`config.mk`:
```
export PLATFORM = sky130hd
export DESIGN_NAME = cp0_tlb_seq_flat
export DESIGN_NICKNAME = d
export VERILOG_FILES = /design/src/rtl/cp0_tlb_seq_if.sv /design/src/rtl/cp0_tlb_seq.sv /design/src/flat_wrapper.sv
export SDC_FILE = /design/constraint.sdc
export NUM_CORES = 1
export LEC_CHECK = 0
export CORE_UTILIZATION = 35
export CTS_CLUSTER_SIZE = 16
export DETAILED_ROUTE_END_ITERATION = 16
export GPL_TIMING_DRIVEN = 0
export MAX_ROUTING_LAYER = met4
export PLACE_DENSITY_LB_ADDON = 0.05
export REMOVE_ABC_BUFFERS = 1
export SYNTH_ARGS = -nofsm -noshare
export SYNTH_HDL_FRONTEND = slang
export SYNTH_SLANG_ARGS = --single-unit
```
`constraint.sdc`:
```
create_clock -name clk -period 1.8 [get_ports clk]
set_input_delay 0.18 -clock clk [delete_from_list [all_inputs] [get_ports clk]]
set_output_delay 0.18 -clock clk [all_outputs]
set_load 0.01 [all_outputs]
```
`src/rtl/cp0_tlb_seq_if.sv`:
```
// Request handshake between the MEM stage and the CP0 TLB instruction sequencer.
interface cp0_tlb_seq_if;
    logic       req_valid;
    logic [1:0] req_op;
    logic       req_ready;

    modport master (output req_valid, output req_op, input  req_ready);
    modport slave  (input  req_valid, input  req_op, output req_ready);
endinterface

```
`src/rtl/cp0_tlb_seq.sv`:
```
// Sequences TLBP/TLBR/TLBWI/TLBWR through probe lookup, CP0 commit strobe and retire,
// stalling the front end while an operation is in flight.
module cp0_tlb_seq #(
    parameter int TLB_ENTRIES = 16,
    parameter int LOOKUP_LAT  = 1,
    localparam int IW = (TLB_ENTRIES > 1) ? $clog2(TLB_ENTRIES) : 1
) (
    input  logic                clk,
    input  logic                reset,
    cp0_tlb_seq_if.slave        req_if,
    input  logic                flush,
    output logic                tlbp_req,
    input  logic                tlbp_hit,
    input  logic [IW-1:0]       tlbp_idx,
    output logic [3:0]          tlb_op,
    output logic [31:0]         tlbp_index,
    output logic                stall,
    output logic                done,
    output logic                refetch
);

    localparam logic [2:0] ST_IDLE   = 3'd0;
    localparam logic [2:0] ST_LOOKUP = 3'd1;
    localparam logic [2:0] ST_WAIT   = 3'd2;
    localparam logic [2:0] ST_COMMIT = 3'd3;
    localparam logic [2:0] ST_DONE   = 3'd4;

    localparam logic [1:0] OP_TLBP  = 2'd0;
    localparam logic [1:0] OP_TLBR  = 2'd1;
    localparam logic [1:0] OP_TLBWI = 2'd2;
    localparam logic [1:0] OP_TLBWR = 2'd3;

    localparam logic [2:0] CNT_LOAD = 3'(LOOKUP_LAT - 1);

    logic [2:0]    state_r;
    logic [2:0]    state_nxt_s;
    logic [2:0]    cnt_r;
    logic [1:0]    op_r;
    logic          hit_r;
    logic [IW-1:0] idx_r;
    logic          ready_s;
    logic          accept_s;
    logic [3:0]    tlb_op_s;

    assign ready_s        = !reset && (state_r == ST_IDLE) && !flush;
    assign accept_s       = req_if.req_valid && ready_s;
    assign req_if.req_ready = ready_s;

    // Next-state decode; a flush only aborts before the commit point.
    always_comb begin
        state_nxt_s = state_r;
        case (state_r)
            ST_IDLE: begin
                if (accept_s) begin
                    if (req_if.req_op == OP_TLBP) begin
                        state_nxt_s = ST_LOOKUP;
                    end else begin
                        state_nxt_s = ST_COMMIT;
                    end
                end else begin
                    state_nxt_s = ST_IDLE;
                end
            end
            ST_LOOKUP: begin
                if (flush) begin
                    state_nxt_s = ST_IDLE;
                end else begin
                    state_nxt_s = ST_WAIT;
                end
            end
            ST_WAIT: begin
                if (flush) begin
                    state_nxt_s = ST_IDLE;
                end else if (cnt_r == 3'd0) begin
                    state_nxt_s = ST_COMMIT;
                end else begin
                    state_nxt_s = ST_WAIT;
                end
            end
            ST_COMMIT: state_nxt_s = ST_DONE;
            ST_DONE:   state_nxt_s = ST_IDLE;
            default:   state_nxt_s = ST_IDLE;
        endcase
    end

    // State, latency counter, opcode and probe-result registers.
    always_ff @(posedge clk) begin
        if (reset) begin
            state_r <= ST_IDLE;
            cnt_r   <= 3'd0;
            op_r    <= 2'd0;
            hit_r   <= 1'b0;
            idx_r   <= '0;
        end else begin
            state_r <= state_nxt_s;
            if (accept_s) begin
                op_r <= req_if.req_op;
            end
            if (state_r == ST_LOOKUP) begin
                cnt_r <= CNT_LOAD;
            end else if ((state_r == ST_WAIT) && (cnt_r != 3'd0)) begin
                cnt_r <= cnt_r - 3'd1;
            end
            // The probe result is only trusted on the sampling cycle of WAIT.
            if ((state_r == ST_WAIT) && (cnt_r == 3'd0) && !flush) begin
                hit_r <= tlbp_hit;
                idx_r <= tlbp_idx;
            end
        end
    end

    // One-hot commit strobe selected by the registered opcode.
    always_comb begin
        tlb_op_s = 4'b0000;
        if (!reset && (state_r == ST_COMMIT)) begin
            case (op_r)
                OP_TLBP:  tlb_op_s = 4'b0001;
                OP_TLBR:  tlb_op_s = 4'b0010;
                OP_TLBWI: tlb_op_s = 4'b0100;
                OP_TLBWR: tlb_op_s = 4'b1000;
                default:  tlb_op_s = 4'b0000;
            endcase
        end else begin
            tlb_op_s = 4'b0000;
        end
    end

    // Index register value: probe-failure bit on a miss, matched entry on a hit.
    always_comb begin
        tlbp_index = 32'h0000_0000;
        if (tlb_op_s[0]) begin
            if (hit_r) begin
                tlbp_index = {{(32-IW){1'b0}}, idx_r};
            end else begin
                tlbp_index = 32'h8000_0000;
            end
        end else begin
            tlbp_index = 32'h0000_0000;
        end
    end

    assign tlb_op   = tlb_op_s;
    assign tlbp_req = !reset && (state_r == ST_LOOKUP);
    assign stall    = !reset && ((state_r != ST_IDLE) || accept_s);
    assign done     = !reset && (state_r == ST_DONE);
    assign refetch  = done && op_r[1];

endmodule
```
`src/flat_wrapper.sv`:
```
// flat-port wrapper written by rule: the top's interface ports become plain ports
module cp0_tlb_seq_flat 
#(
    parameter int TLB_ENTRIES = 16,
    parameter int LOOKUP_LAT  = 1,
    localparam int IW = (TLB_ENTRIES > 1) ? $clog2(TLB_ENTRIES) : 1
)
  (clk, reset, flush, tlbp_req, tlbp_hit, tlbp_idx, tlb_op, tlbp_index, stall, done, refetch, req_if_req_valid, req_if_req_op, req_if_req_ready);
  cp0_tlb_seq_if req_if_i ();
  input  logic clk;
  input  logic reset;
  input  logic flush;
  output logic tlbp_req;
  input  logic tlbp_hit;
  input  logic [IW-1:0] tlbp_idx;
  output logic [3:0] tlb_op;
  output logic [31:0] tlbp_index;
  output logic stall;
  output logic done;
  output logic refetch;
  input wire logic [$bits(req_if_i.req_valid)-1:0] req_if_req_valid;
  input wire logic [$bits(req_if_i.req_op)-1:0] req_if_req_op;
  output wire logic [$bits(req_if_i.req_ready)-1:0] req_if_req_ready;
  assign req_if_i.req_valid = req_if_req_valid;
  assign req_if_i.req_op = req_if_req_op;
  assign req_if_req_ready = req_if_i.req_ready;
  cp0_tlb_seq #(.TLB_ENTRIES(TLB_ENTRIES), .LOOKUP_LAT(LOOKUP_LAT)) u_core (.clk(clk), .reset(reset), .req_if(req_if_i), .flush(flush), .tlbp_req(tlbp_req), .tlbp_hit(tlbp_hit), .tlbp_idx(tlbp_idx), .tlb_op(tlb_op), .tlbp_index(tlbp_index), .stall(stall), .done(done), .refetch(refetch));
endmodule
```
==> metrics.cfg, run 1 <==
[status]
run_status=finished with violations
violations=setup timing

[timing]
hold_violations=0
setup_tns_ns=-0.0181
post-route-period-util=1.01
whs_ns=0.379
fin_skew_ns=0.000591
fmax_mhz=551
setup_viol=3
setup_slack_ns=-0.0145
rsz0062_at_grt=true
drv_slew=0
min_period_ns=1.81

[layout]
drive_gt1_frac=0.204
multi_input_comb_area_um2=554
layout.nets=156
nFillCells=252
post-route-util=0.472
syn2layout_area_growth_pct=27.2
finish.instance_area_um2=1170
antenna_cells=0
seq_area_um2=272

[setup_path]
crit_cells=5
crit_chain=and4bb_2, nor3b_4, buf_4, and3_1, buf_2
cpPeakStageDelay_ns=0.35
path_buf_inv=2
crit_path_top_delay_cell=dfxtp_4
path_class=reg2out
crit_required_ns=1.62
endpoint_kind=primary output
startpoint_type=register
crit_family=simple AND/OR/NAND/NOR gates
r2r_cells=4
cp.arrival_ns=1.63
crit_fanout=4

[cts]
cts_tree=done
clock_latency_ns=0.27
htree_levels=1
cts.path.max_buffers=2
ctsHoldBuffers=0
clock_sinks=13
clkSlewWorstSetupHoldPaths_ns=0.08
cts_buffers=3
cts-root-buf=clkbuf_4

[synthesis]
yosys-top-cells-area=dfxtp_1 28%, buf_4 22%, and3_1 5.4%
yosys_warnings=0
synth_seq_area_share=0.283
synth-seq-cells=13
synth_common_cells=27 x buf_4, 13 x dfxtp_1, 12 x nand2_1
synth_edf_count=0
yosysMostFrequentCell=buf_4
synth_top_area_cell=dfxtp_1
synth_area_um2=920
synth_cells=110
avgSynthCellArea_um2=8.36
synth-main-ff-cell=dfxtp_1
synth_cell_types=32
synthArstFlopShare=0
yosys.area.top_type_share=0.283

[detailed_routing]
viasPerCell=4.40
dr.pass1.iters=3
first_iter_violations=27
dr.max_layer_used=met3
wl_met3_um=83
wirelength_mm=1.72
wl_met1_um=806
drc_errors=0
antenna_left=0
wl_per_cell_um=9.99
num_vias=756
wl_met2_um=827

[placement]
place_congestion=0.692
io_buffer_count=24
place_area_um2=1070
dp_hpwl_mm=1.26

[floorplanning]
die_y_um=53.3
core_um2=2480
num_io_pins=52
die_w_um=53.3
initial_utilization=0.371
rows=18
dieArea_um2=2840

[global_routing]
grt_use_total=0.139
grt_max_degree=15
grt_pass1_wl_mm=2.77
grt_overflow=0
antenna_found_initial=0
grt_pass1_vias=628

[worst_hold_path]
hold_class=in2reg
hold_path_depth=2

[pwr]
cellPowerDensity_nw_per_um2=505
power_leakage_nw=0.575
vdd.ir_drop.worst_mv=0.217

[job]
drv_cap=0

==> cell type report <==
class / instances / area share
timing repair buffer: 32 / 0.227
inverter: 4 / 0.0128
clock buffer: 4 / 0.0225
sequential: 13 / 0.232
tap: 30 / 0.0321
multi-input combinational: 89 / 0.474
==> cell families after synthesis <==
family / synth area share
simple gates: 0.268
buf+inv: 0.257
compound gates: 0.0966
flops: 0.283
mux: 0.0544
fa+ha+maj: 0.0272
other cells: 0.00408
xor+xnor: 0.00953
==> layer usage <==
metal / vias to the layer above / GRT usage
met3: 0 / 0.0345
li1: 383 / -
met2: 27 / 0.219
met1: 346 / 0.170
met4: 0 / 0.0526
met5: - / -
==> per-stage QoR <==
stage                     cells  total power [mW]  setup slack [ns]
after floorplan             106             0.367             0.123
after global placement      160             0.408            -0.814
after detailed placement    160             0.409            -0.749
after CTS                   168             0.597           -0.0522
after global routing        172             0.632            -0.101
final                       172             0.591           -0.0145
==> placed cells by master, fill, tap and decap left out, drive strengths merged <==
cell / instances
and2: 1
ha: 2
inv: 4
nor3: 3
clkbuf: 5
o211ai: 1
o21ai: 4
and3: 8
xnor2: 1
or3: 4
and4bb: 1
clkdlybuf4s50: 10
nor4: 1
or3b: 1
or4: 1
buf: 13
nor2: 1
nor3b: 2
and3b: 1
or2: 1
dlymetal6s2s: 1
clkdlybuf4s15: 1
nand2b: 2
o31a: 1
dfxtp: 13
a31o: 2
a21oi: 3
conb: 27
dlygate4sd2: 6
a211oi: 2
nor2b: 2
mux2i: 5
nand2: 12
==> power breakdown <==
group	internal, mW	switching, mW
clock	0.0858	0.0972
sequential	0.292	0.00973
combinational	0.0461	0.0602
==> sequential cells by signal, summed over array words and instances (netlist names) <==
signal,flops
u_core.op_r,2
u_core.state_r,3
u_core.hit_r,1
u_core.cnt_r,3
u_core.idx_r,4
==> final timing paths <==
path | to | slack [ns] | from
worst max-delay path | tlbp_index[3] | -0.01 | u_core.state_r[2]$_SDFF_PP0_
worst min-delay path | u_core.state_r[0]$_SDFF_PP0_ | 0.38 | reset
worst max register to register | u_core.state_r[0]$_SDFF_PP0_ | 0.14 | u_core.state_r[2]$_SDFF_PP0_
worst min register to register | u_core.idx_r[1]$_SDFFE_PP0P_ | 0.46 | u_core.idx_r[1]$_SDFFE_PP0P_
==> what timing repair did <==
action                     in CTS  in global routing
setup endpoints to repair      13                  9
pin swaps                       3                  2
resized for setup              38                  6
buffers inserted                4                  4
Note: power is estimated with default switching activity, not from simulation.
==> inputs of run 2 (changes only) <==
--- a/config.mk
+++ b/config.mk
@@ -11,6 +11,7 @@
 export GPL_TIMING_DRIVEN = 0
 export MAX_ROUTING_LAYER = met4
 export PLACE_DENSITY_LB_ADDON = 0.05
+export RECOVER_POWER = 100
 export REMOVE_ABC_BUFFERS = 1
 export SYNTH_ARGS = -nofsm -noshare
 export SYNTH_HDL_FRONTEND = slang
==> results of run 2 <==
Final layout, timing and power as in run 1 (identical DEF).
